### src/rtl/or16_frame_accum.sv
// ORs accepted 16-bit words into one mask per frame (FRAME_LEN words or early in_last); mask+count held on valid/ready.
// Optional OR16_ACCUM_PASSTHRU_EN lets a new beat enter in the same cycle the held frame retires (no bubble).
module or16_frame_accum #(
  parameter  int FRAME_LEN = 8,
  localparam int CNT_W     = $clog2(FRAME_LEN + 1)
) (
  input  logic             clk,
  input  logic             reset,
  input  logic             in_valid,
  output logic             in_ready,
  input  logic [15:0]      in_data,
  input  logic             in_last,
  output logic             out_valid,
  input  logic             out_ready,
  output logic [15:0]      out_mask,
  output logic [CNT_W-1:0] out_count
);

  typedef enum logic [1:0] {
    S_IDLE  = 2'd0,
    S_ACCUM = 2'd1,
    S_HOLD  = 2'd2
  } state_t;

  state_t             r_state;
  state_t             w_state_nxt;
  logic [15:0]        r_acc;
  logic [CNT_W-1:0]   r_cnt;
  logic               r_out_valid;
  logic [15:0]        r_out_mask;
  logic [CNT_W-1:0]   r_out_count;

  logic               w_in_fire;
  logic               w_out_fire;
  logic               w_close;
  logic [CNT_W-1:0]   w_cnt_inc;
  logic [15:0]        w_mask;

  assign w_in_fire  = in_valid && in_ready;
  assign w_out_fire = r_out_valid && out_ready;
  assign w_cnt_inc  = r_cnt + CNT_W'(1);
  assign w_mask     = r_acc | in_data;
  // acc/cnt sit at zero outside ACCUM, so one close rule covers every state
  assign w_close    = w_in_fire && ((w_cnt_inc == CNT_W'(FRAME_LEN)) || in_last);

  always_ff @(posedge clk) begin
    if (reset) r_state <= S_IDLE;
    else       r_state <= w_state_nxt;
  end

  always_comb begin
    w_state_nxt = r_state;
    case (r_state)
      S_IDLE, S_ACCUM: begin
        if (w_in_fire) w_state_nxt = w_close ? S_HOLD : S_ACCUM;
      end
      S_HOLD: begin
        if (w_out_fire) begin
          if (w_close)        w_state_nxt = S_HOLD;
          else if (w_in_fire) w_state_nxt = S_ACCUM;
          else                w_state_nxt = S_IDLE;
        end
      end
      default: w_state_nxt = S_IDLE;
    endcase
  end

  always_comb begin
`ifdef OR16_ACCUM_PASSTHRU_EN
    in_ready = (r_state != S_HOLD) || out_ready;
`else
    in_ready = (r_state != S_HOLD);
`endif
  end

  always_ff @(posedge clk) begin
    if (reset) begin
      r_acc       <= '0;
      r_cnt       <= '0;
      r_out_valid <= 1'b0;
      r_out_mask  <= '0;
      r_out_count <= '0;
    end else begin
      r_out_valid <= (w_state_nxt == S_HOLD);
      if (w_close) begin
        r_out_mask  <= w_mask;
        r_out_count <= w_cnt_inc;
        r_acc       <= '0;
        r_cnt       <= '0;
      end else if (w_in_fire) begin
        r_acc <= w_mask;
        r_cnt <= w_cnt_inc;
      end
    end
  end

  assign out_valid = r_out_valid;
  assign out_mask  = r_out_mask;
  assign out_count = r_out_count;

endmodule

### config.mk
export PLATFORM = sky130hd
export DESIGN_NAME = or16_frame_accum
export DESIGN_NICKNAME = d
export VERILOG_FILES = /design/src/rtl/or16_frame_accum.sv
export SDC_FILE = /design/constraint.sdc
export NUM_CORES = 1
export LEC_CHECK = 0
export BUFFER_PORTS_ARGS = -buffer_cell sky130_fd_sc_hd__buf_2
export CAP_MARGIN = 20
export CORE_ASPECT_RATIO = 1.4
export CORE_UTILIZATION = 25
export CTS_CLUSTER_DIAMETER = 50
export DETAILED_ROUTE_END_ITERATION = 10
export PLACE_DENSITY = 0.47
export SETUP_SLACK_MARGIN = 0.4
export SYNTH_ARGS = -nofsm -noshare
export SYNTH_HDL_FRONTEND = slang
export SYNTH_SLANG_ARGS = --single-unit
### constraint.sdc
create_clock -name clk -period 2.5 [get_ports clk]
set_input_delay 0.5 -clock clk [delete_from_list [all_inputs] [get_ports clk]]
set_output_delay 0.5 -clock clk [all_outputs]
set_load 0.01 [all_outputs]
== After elaboration in Yosys (flattened, before gate mapping) ==
Index checks and enable logic that the tools add are counted.
Storage, ports and cells
  logic and storage cells: 26
  bits of input ports: 21
  output and inout port bits: 22
  register bits: 43
Cells by class
  muxes and demuxes: 6
  add/sub/neg operators: 1
  equal/unequal tests: 5
  bitwise logic cells: 1
  reductions and logical operators: 7
Operator list (count)
  bitwise OR 16 bit: 1
  two-way mux 2 bit: 4
  adder 4 x 1 -> 4 bit, second input constant: 1
  equality test 2 bit, second input constant: 2
  equality test 4 bit, second input constant: 1
  one-hot mux 2 bit (2 select lines): 1
  OR reduction 2 bit: 2
  logical AND 1 bit: 3
  equality test 2 x 1 -> 1 bit, second input constant: 1
  zero test 2 bit: 1
  != test 2 bit, second input constant: 1
  logical OR 1 bit: 1
  two-way mux 1 bit: 1

== Logic depth before layout (Yosys ltp) ==
Gate-level depths: netlist (run 1).
  word-level depth: 8
  gate-level depth with buffers: 7
  depth with buffers taken out: 5

== Worst setup path before layout (run 1) ==
OpenSTA, ideal clock, no wires.
  path type: reg-to-reg
  start point: register r_cnt[0]
  end point: register r_out_count[3] (netlist: out_count[3])
  path slack: 0.881 ns
  stages on the path, launching flop included: 8
  period minus slack after synthesis: 1.619 ns
  path buffers: 2
  data required time: 2.372 ns
  data arrival time: 1.491 ns
  library setup time: 0.128 ns
  path through: dfxtp_1 > ha_1 > a21o_1 > nand3_1 > buf_2 > buf_2 > a2bb2oi_1 > nor2_1
On the way
  cells in the longest elaborated chain, start to end: 4
Ends and longest elaborated chain
  start, declared: RTL line 28  | logic [CNT_W-1:0] r_cnt;
  start signal, assigned: RTL line 92  | r_cnt <= w_cnt_inc;
  adder 4 x 1 -> 4 bit (*): RTL line 41  | assign w_cnt_inc = r_cnt + CNT_W'(1);
  equality test 4 bit: RTL line 44  | assign w_close = w_in_fire && ((w_cnt_inc == CNT_W'(FRAME_LEN)) || in_last);
  logical OR 1 bit: RTL line 44
  logical AND 1 bit: RTL line 44
  end signal, assigned: RTL line 87  | r_out_count <= w_cnt_inc;
  end, declared: RTL line 31  | logic [CNT_W-1:0] r_out_count;
Mark *: on every way between the ends. The rest lies on a longest branch, timed or not.
A chain may end at the register's enable or synchronous reset.

== Worst setup path after layout (run 1) ==
  start point: register r_cnt[0]
  end point: register r_acc[5]
On the way
  cells in the longest elaborated chain, start to end: 5
Ends and longest elaborated chain
  adder 4 x 1 -> 4 bit: RTL line 41
  equality test 4 bit: RTL line 44
  logical OR 1 bit: RTL line 44
  logical AND 1 bit: RTL line 44
  OR reduction 2 bit (no source line)
  end signal, assigned: RTL line 91  | r_acc <= w_mask;
  end, declared: RTL line 27  | logic [15:0] r_acc;
No other way between the ends.

==> qor.csv, run 1 <==
metric,value,unit
DRC,0,
GR Overflow Total,0,
worst hold slack,0.4594,ns
headroom to the max-slew limit,69.95,%
cts bufs inserted,5,
vias post-DR,1437,
Antenna diodes,0,
Worst Max-Slew Pin Slew,0.4507,ns
share of cells above drive strength 1,32.59,%
CP Launch Type,flop,
first-pass GRT wire length,6.423,mm
CP startpoint,r_cnt[0],
Syn Nets,205,
Max-Cap Viols,0,
Root Buffer,clkbuf_8,
"Distinct cells, synth",31,
post_cts resized,0,
vias in the first global route,1375,
R2R depth,7,
Peak VDD IR,0.2241,mV
synthesized area per cell,9.285,sq um
xor and xnor area share after synthesis,1.546,%
1st-pass router iterations,4,
Final WS setup,0.6981,ns
Pleak,0.8504,nW
post-synthesis mux area share,0.8837,%
pwr dens,678.1,nW/um^2
Area Overhead vs Synth,22.09,%
async set-reset flop share out of synthesis,0,%
routability cong.,0.6902,
CP max FO,23,
Yosys reg bits,43,
"Slew Viols, Final",0,
Setup Buffers After CTS,0,
pin count of the biggest net entering global routing,41,
Post-synth top flop,dfxtp_1,
min Tclk post-route,1.802,ns
DRT Wirelength,3.935,mm
vias per cell,4.822,
Hold Buf Count CTS,0,
Fmax achieved,555.0,MHz
post-route cell area,2074,sq um
Cells after DPL,290,
Die W,71.68,um
final non-filler cell total,298,
Clock Latency Late Sink,0.29,ns
initial core utilization,25.87,%
setup TNS,0,ns
CTS tree,done,
compound-gate portion of the synthesized area,21.21,%
outcome,finished clean,
largest family of logic cells by synthesized area,compound AO/OA/AOI/OAI gates,
clk slew on worst S/H paths,0.08,ns
Post-Syn Area,1699,sq um
Critical R2R Launch,r_cnt[0],
worst min-delay path class,input port to flop,
WS Path Type,flop to flop,
Die H,99.55,um
"Data required, critical path",2.68,ns
clk buf depth,2,
Synth Warn #,0,
PnR Total Power,1.407,mW
GRT Overall Usage,11.60,%
Sink Count,43,
Antenna Violating Nets Remaining,0,
register area share after synthesis,50.66,%
NumNets Final,245,
full die area,7135,sq um
Post-Synth Adder-Cell Area,0.7364,%
Rows,35,
initial DRC count,45,
RSZ-0062 raised after global routing,false,
Place WS,0.6493,ns
Hold Path Depth,3,
Final Skew,0.005696,ns
Hold Fails Final Rpt,0,
min-delay src,in_data[9],
# setup viols final,0,
initial antenna violation count,0,
Synth Area in Simple Gates,21.13,%
final core occ,31.58,%
Post-synth EDFFs,0,
core area,6569,sq um
placed cell area,1974,sq um
I/O Pins,43,
Post-Syn Instances,183,
Port Buffers,42,
CTS H-tree lvls,2,
drt wl/cell,13.20,um
CP arrival,1.98,ns
Final period util,72.08,%
CP endpoint kind,flop,
Final HPWL DP,2.645,mm
[area by class of cell]
cell class	instances	area (sq um)
Fill cell	709	4494
Sequential cell	43	860.8
Multi-Input combinational cell	126	773.2
Timing Repair Buffer	47	247.7
Clock buffer	8	100.1
Tap cell	74	92.59
[metal layers]
metal / GRT usage (%) / wire (um) / vias to the layer above
li1: - / - / 735
met1: 13.03 / 1777 / 670
met2: 20.68 / 1957 / 26
met3: 2.634 / 120 / 6
met4: 4.977 / 80 / 0
met5: 0 / 0 / -
[flip-flops by register name (all words and copies together) (netlist names)]
name and cells:
out_count 4, out_mask 16, out_valid 1, r_acc 16, r_cnt 4, r_state 2
[cells by family after synthesis]
| logic type | count (synthesis) |
|---|---|
| XOR/XNOR | 3 |
| adder cells (fa/ha/maj) | 1 |
| buffers and inverters | 14 |
| AO/OA/AOI/OAI | 50 |
| AND/OR/NAND/NOR | 71 |
| flip-flops | 43 |
| multiplexers | 1 |
[layout by cell type, fill, tap and decap left out, drive strengths merged]
master,Yosys,routed
buf,6,47
dfxtp,43,43
nor2,21,21
a21oi,21,21
nor3,17,17
o21ba,17,17
nor4,16,16
clkbuf,8,8
nand2,5,5
nand3,5,5
o21ai,4,4
nor2b,2,2
xor2,2,2
a2bb2oi,2,2
a211oi,2,2
nand2b,1,1
mux2,1,1
a21o,1,1
and2,1,1
nor3b,1,1
o21a,1,1
or3,1,1
o22ai,1,1
o21bai,1,1
or4,1,1
xnor2,1,1
ha,1,1
[cells in the mapped netlist, types with 4 or more instances]
cell	n	area, sq um
clkbuf_1	8	30.03
a21oi_1	21	105.1
buf_2	4	20.02
o21ai_0	4	20.02
o21ba_2	16	160.2
nor3_1	17	85.08
nand2_1	5	18.77
nand3_1	4	20.02
dfxtp_1	43	860.8
nor4_1	16	100.1
nor2_1	21	78.83
[where the power goes]
part | switching (mW) | leakage (nW) | internal [mW]
clock network | 0.228 | 0.0515 | 0.252
logic | 0.0976 | 0.447 | 0.0828
registers | 0.0219 | 0.352 | 0.724
total | 0.347 | 0.850 | 1.06
[final timing paths]
check	endpoint	slack [ns]
worst max-delay path	r_acc[5]	0.70
worst min-delay path	r_acc[9]	0.46
worst max register to register	r_acc[5]	0.70
worst min register to register	r_acc[12]	0.47
[critical path, cell delays in order (launching register included)]
cell	delay [ns]
dfxtp_1	0.42
ha_1	0.25
a21o_1	0.20
nand3_1	0.11
buf_4	0.22
o21bai_2	0.17
buf_4	0.24
nor2_1	0.07
Note: power is estimated with default switching activity, not from simulation.
==> inputs of run 2 (changes only) <==
- ABC_AREA: default -> 1
- clock period: 2.5 -> 1.63 ns (I/O delays scaled with it)
==> run 2 against run 1 <==
Final cell count grew 40%. Wire length rose by 22%. Die area up 20%. Combinational power grew to 2.6 times the previous value. Via count up 22%. Maximum frequency grew 37%. Synthesized cell count is 41% higher. Critical endpoint is now out_count[3]. Register-to-register slack got worse by 0.38 ns. Clock power grew 82%.
==> qor.csv, run 2 <==
metric,value,unit
cts bufs inserted,5,
Pleak,1.375,nW
Port Buffers,42,
Post-synth top flop,dfxtp_1,
Sink Count,43,
most frequent cells in the layout,"nand2_1, buf_2, inv_1",
RSZ-0062 raised after global routing,true,
Hold Fails Final Rpt,0,
Clock Latency Late Sink,0.29,ns
Yosys reg bits,43,
setup TNS,0,ns
outcome,finished clean,
min Tclk post-route,1.315,ns
clk buf depth,2,
vias in the first global route,1621,
DRC,0,
"Data required, critical path",1.83,ns
DRT Wirelength,4.816,mm
drt wl/cell,11.55,um
PnR Total Power,2.491,mW
# setup viols final,0,
NumNets Final,338,
Antenna Violating Nets Remaining,0,
initial antenna violation count,0,
pwr dens,857.1,nW/um^2
Die W,78.41,um
worst min-delay path class,input port to flop,
Final period util,80.65,%
Final HPWL DP,3.076,mm
Hold Buf Count CTS,0,
top cell type by total area after synthesis,dfxtp_1,
async set-reset flop share out of synthesis,0,%
"top cells by area, synth","dfxtp_1, nand3_2, nand2_1",
Worst Max-Slew Pin Slew,0.2147,ns
1st-pass router iterations,4,
Peak VDD IR,0.5002,mV
GRT Overall Usage,11.75,%
Fmax achieved,760.7,MHz
Post-Syn Area,2043,sq um
Post-synth EDFFs,0,
Post-Syn Instances,258,
worst hold slack,0.2894,ns
CTS H-tree lvls,2,
Cells after DPL,396,
Antenna diodes,0,
"Slew Viols, Final",0,
Synth top area share,42.13,%
initial core utilization,26.04,%
final non-filler cell total,417,
Root Buffer,clkbuf_8,
pin count of the biggest net entering global routing,24,
"most common cell after layout, fill and taps aside",nand2_1,
Area Overhead vs Synth,42.25,%
Die H,109.0,um
WS Path Type,flop to flop,
register area share after synthesis,42.13,%
first-pass GRT wire length,7.748,mm
CTS tree,done,
vias post-DR,1749,
share of cells above drive strength 1,52.05,%
core area,7845,sq um
Syn Nets,280,
Fillers,800,
Rows,38,
initial DRC count,75,
CP max FO,7,
full die area,8543,sq um
routability cong.,0.6911,
clk slew on worst S/H paths,0.09,ns
CP arrival,1.51,ns
I/O Pins,43,
"top cells by count, synth","nand2_1, dfxtp_1, inv_1, nor2_1, a21oi_1",
"Distinct cells, synth",20,
Max-Cap Viols,0,
headroom to the max-slew limit,85.68,%
vias per cell,4.194,
synthesized area per cell,7.919,sq um
Final Skew,0.006249,ns
CP Launch Type,flop,
GR Overflow Total,0,
Synth Warn #,0,
most common cell in the netlist,nand2_1,
CP endpoint kind,flop,
-- run 2: changes by cell type after synthesis, sizes merged, moves of 3 or more --
cell | before | now
a21oi | 21 | 40
buf | 6 | 14
clkbuf | 8 | 0
inv | 0 | 43
nand2 | 5 | 49
nand3 | 5 | 24
nor2 | 21 | 24
nor3 | 17 | 1
nor4 | 16 | 0
o21ai | 4 | 0
o21ba | 17 | 0
or2 | 0 | 16
-- run 2: cell families (layout without fill, tap and decap cells) --
| kind of cell | after synthesis | in the layout | share of synthesized area [%] |
|---|---|---|---|
| and+or+nand+nor | 116 | 116 | 30.80 |
| buffers and inverters | 57 | 116 | 13.17 |
| AOI/OAI and AO/OA | 41 | 41 | 13.29 |
| adders and majority gates | 1 | 1 | 0.6123 |
| DFF | 43 | 43 | 42.13 |
-- run 2: worst max-delay path: stages, from the launching register on --
cell       delay (ns)
dfxtp_4          0.38
ha_4             0.14
nand2_2          0.05
inv_2            0.07
nand3_4          0.10
buf_12           0.16
clkbuf_16        0.16
a21oi_2          0.12
nor2_1           0.04
-- run 2: worst paths after layout --
check | from | endpoint | slack (ns) | cells after the start
worst min register to register | r_acc[13] | r_acc[13] | 0.45 | 2
worst max register to register | r_cnt[0] | out_count[3] | 0.32 | 8
worst min-delay path | in_data[3] | r_acc[3] | 0.29 | 3
worst max-delay path | r_cnt[0] | out_count[3] | 0.32 | 8
-- run 2: metal layers --
layer  global-route usage, %  part of all wire, %
met1                   14.39                   46
met2                   20.24                   49
met3                   3.096                  3.9
met4                   3.175                 0.85
met5                       0                    0
-- run 2: timing repair --
action                                  in CTS  in global routing
gates resized for setup                     50                 15
endpoints found under the setup margin      44                 44
pin swaps                                    8                 12
cloned                                       2                  2
buffers inserted                             8                  1
-- run 2: cell type report --
cell class / count / area (sq um) / share of cell area, %
clock buffers: 6 / 82.58 / 2.841
clock inverters: 2 / 35.03 / 1.205
inverters: 43 / 166.4 / 5.725
multi-input cells: 158 / 1069 / 36.76
flip-flops and latches: 43 / 874.6 / 30.09
well taps: 100 / 125.1 / 4.305
repair buffers: 65 / 554.3 / 19.07
-- run 2: power by group --
part	total (mW)	switching (mW)	internal, mW
Clock	0.874	0.378	0.496
Combinational	0.459	0.247	0.213
Sequential	1.16	0.0377	1.12
-- run 2: metrics by stage --
stage	setup WS, ns	utilization, %	cell area, sq um
floorplan	0.4235	-	2044
global placement	0.2605	30.11	2362
detailed placement	0.2411	30.11	2362
CTS	0.3407	35.49	2784
global route	0.2427	37.05	2907
finish	0.3154	37.05	2907
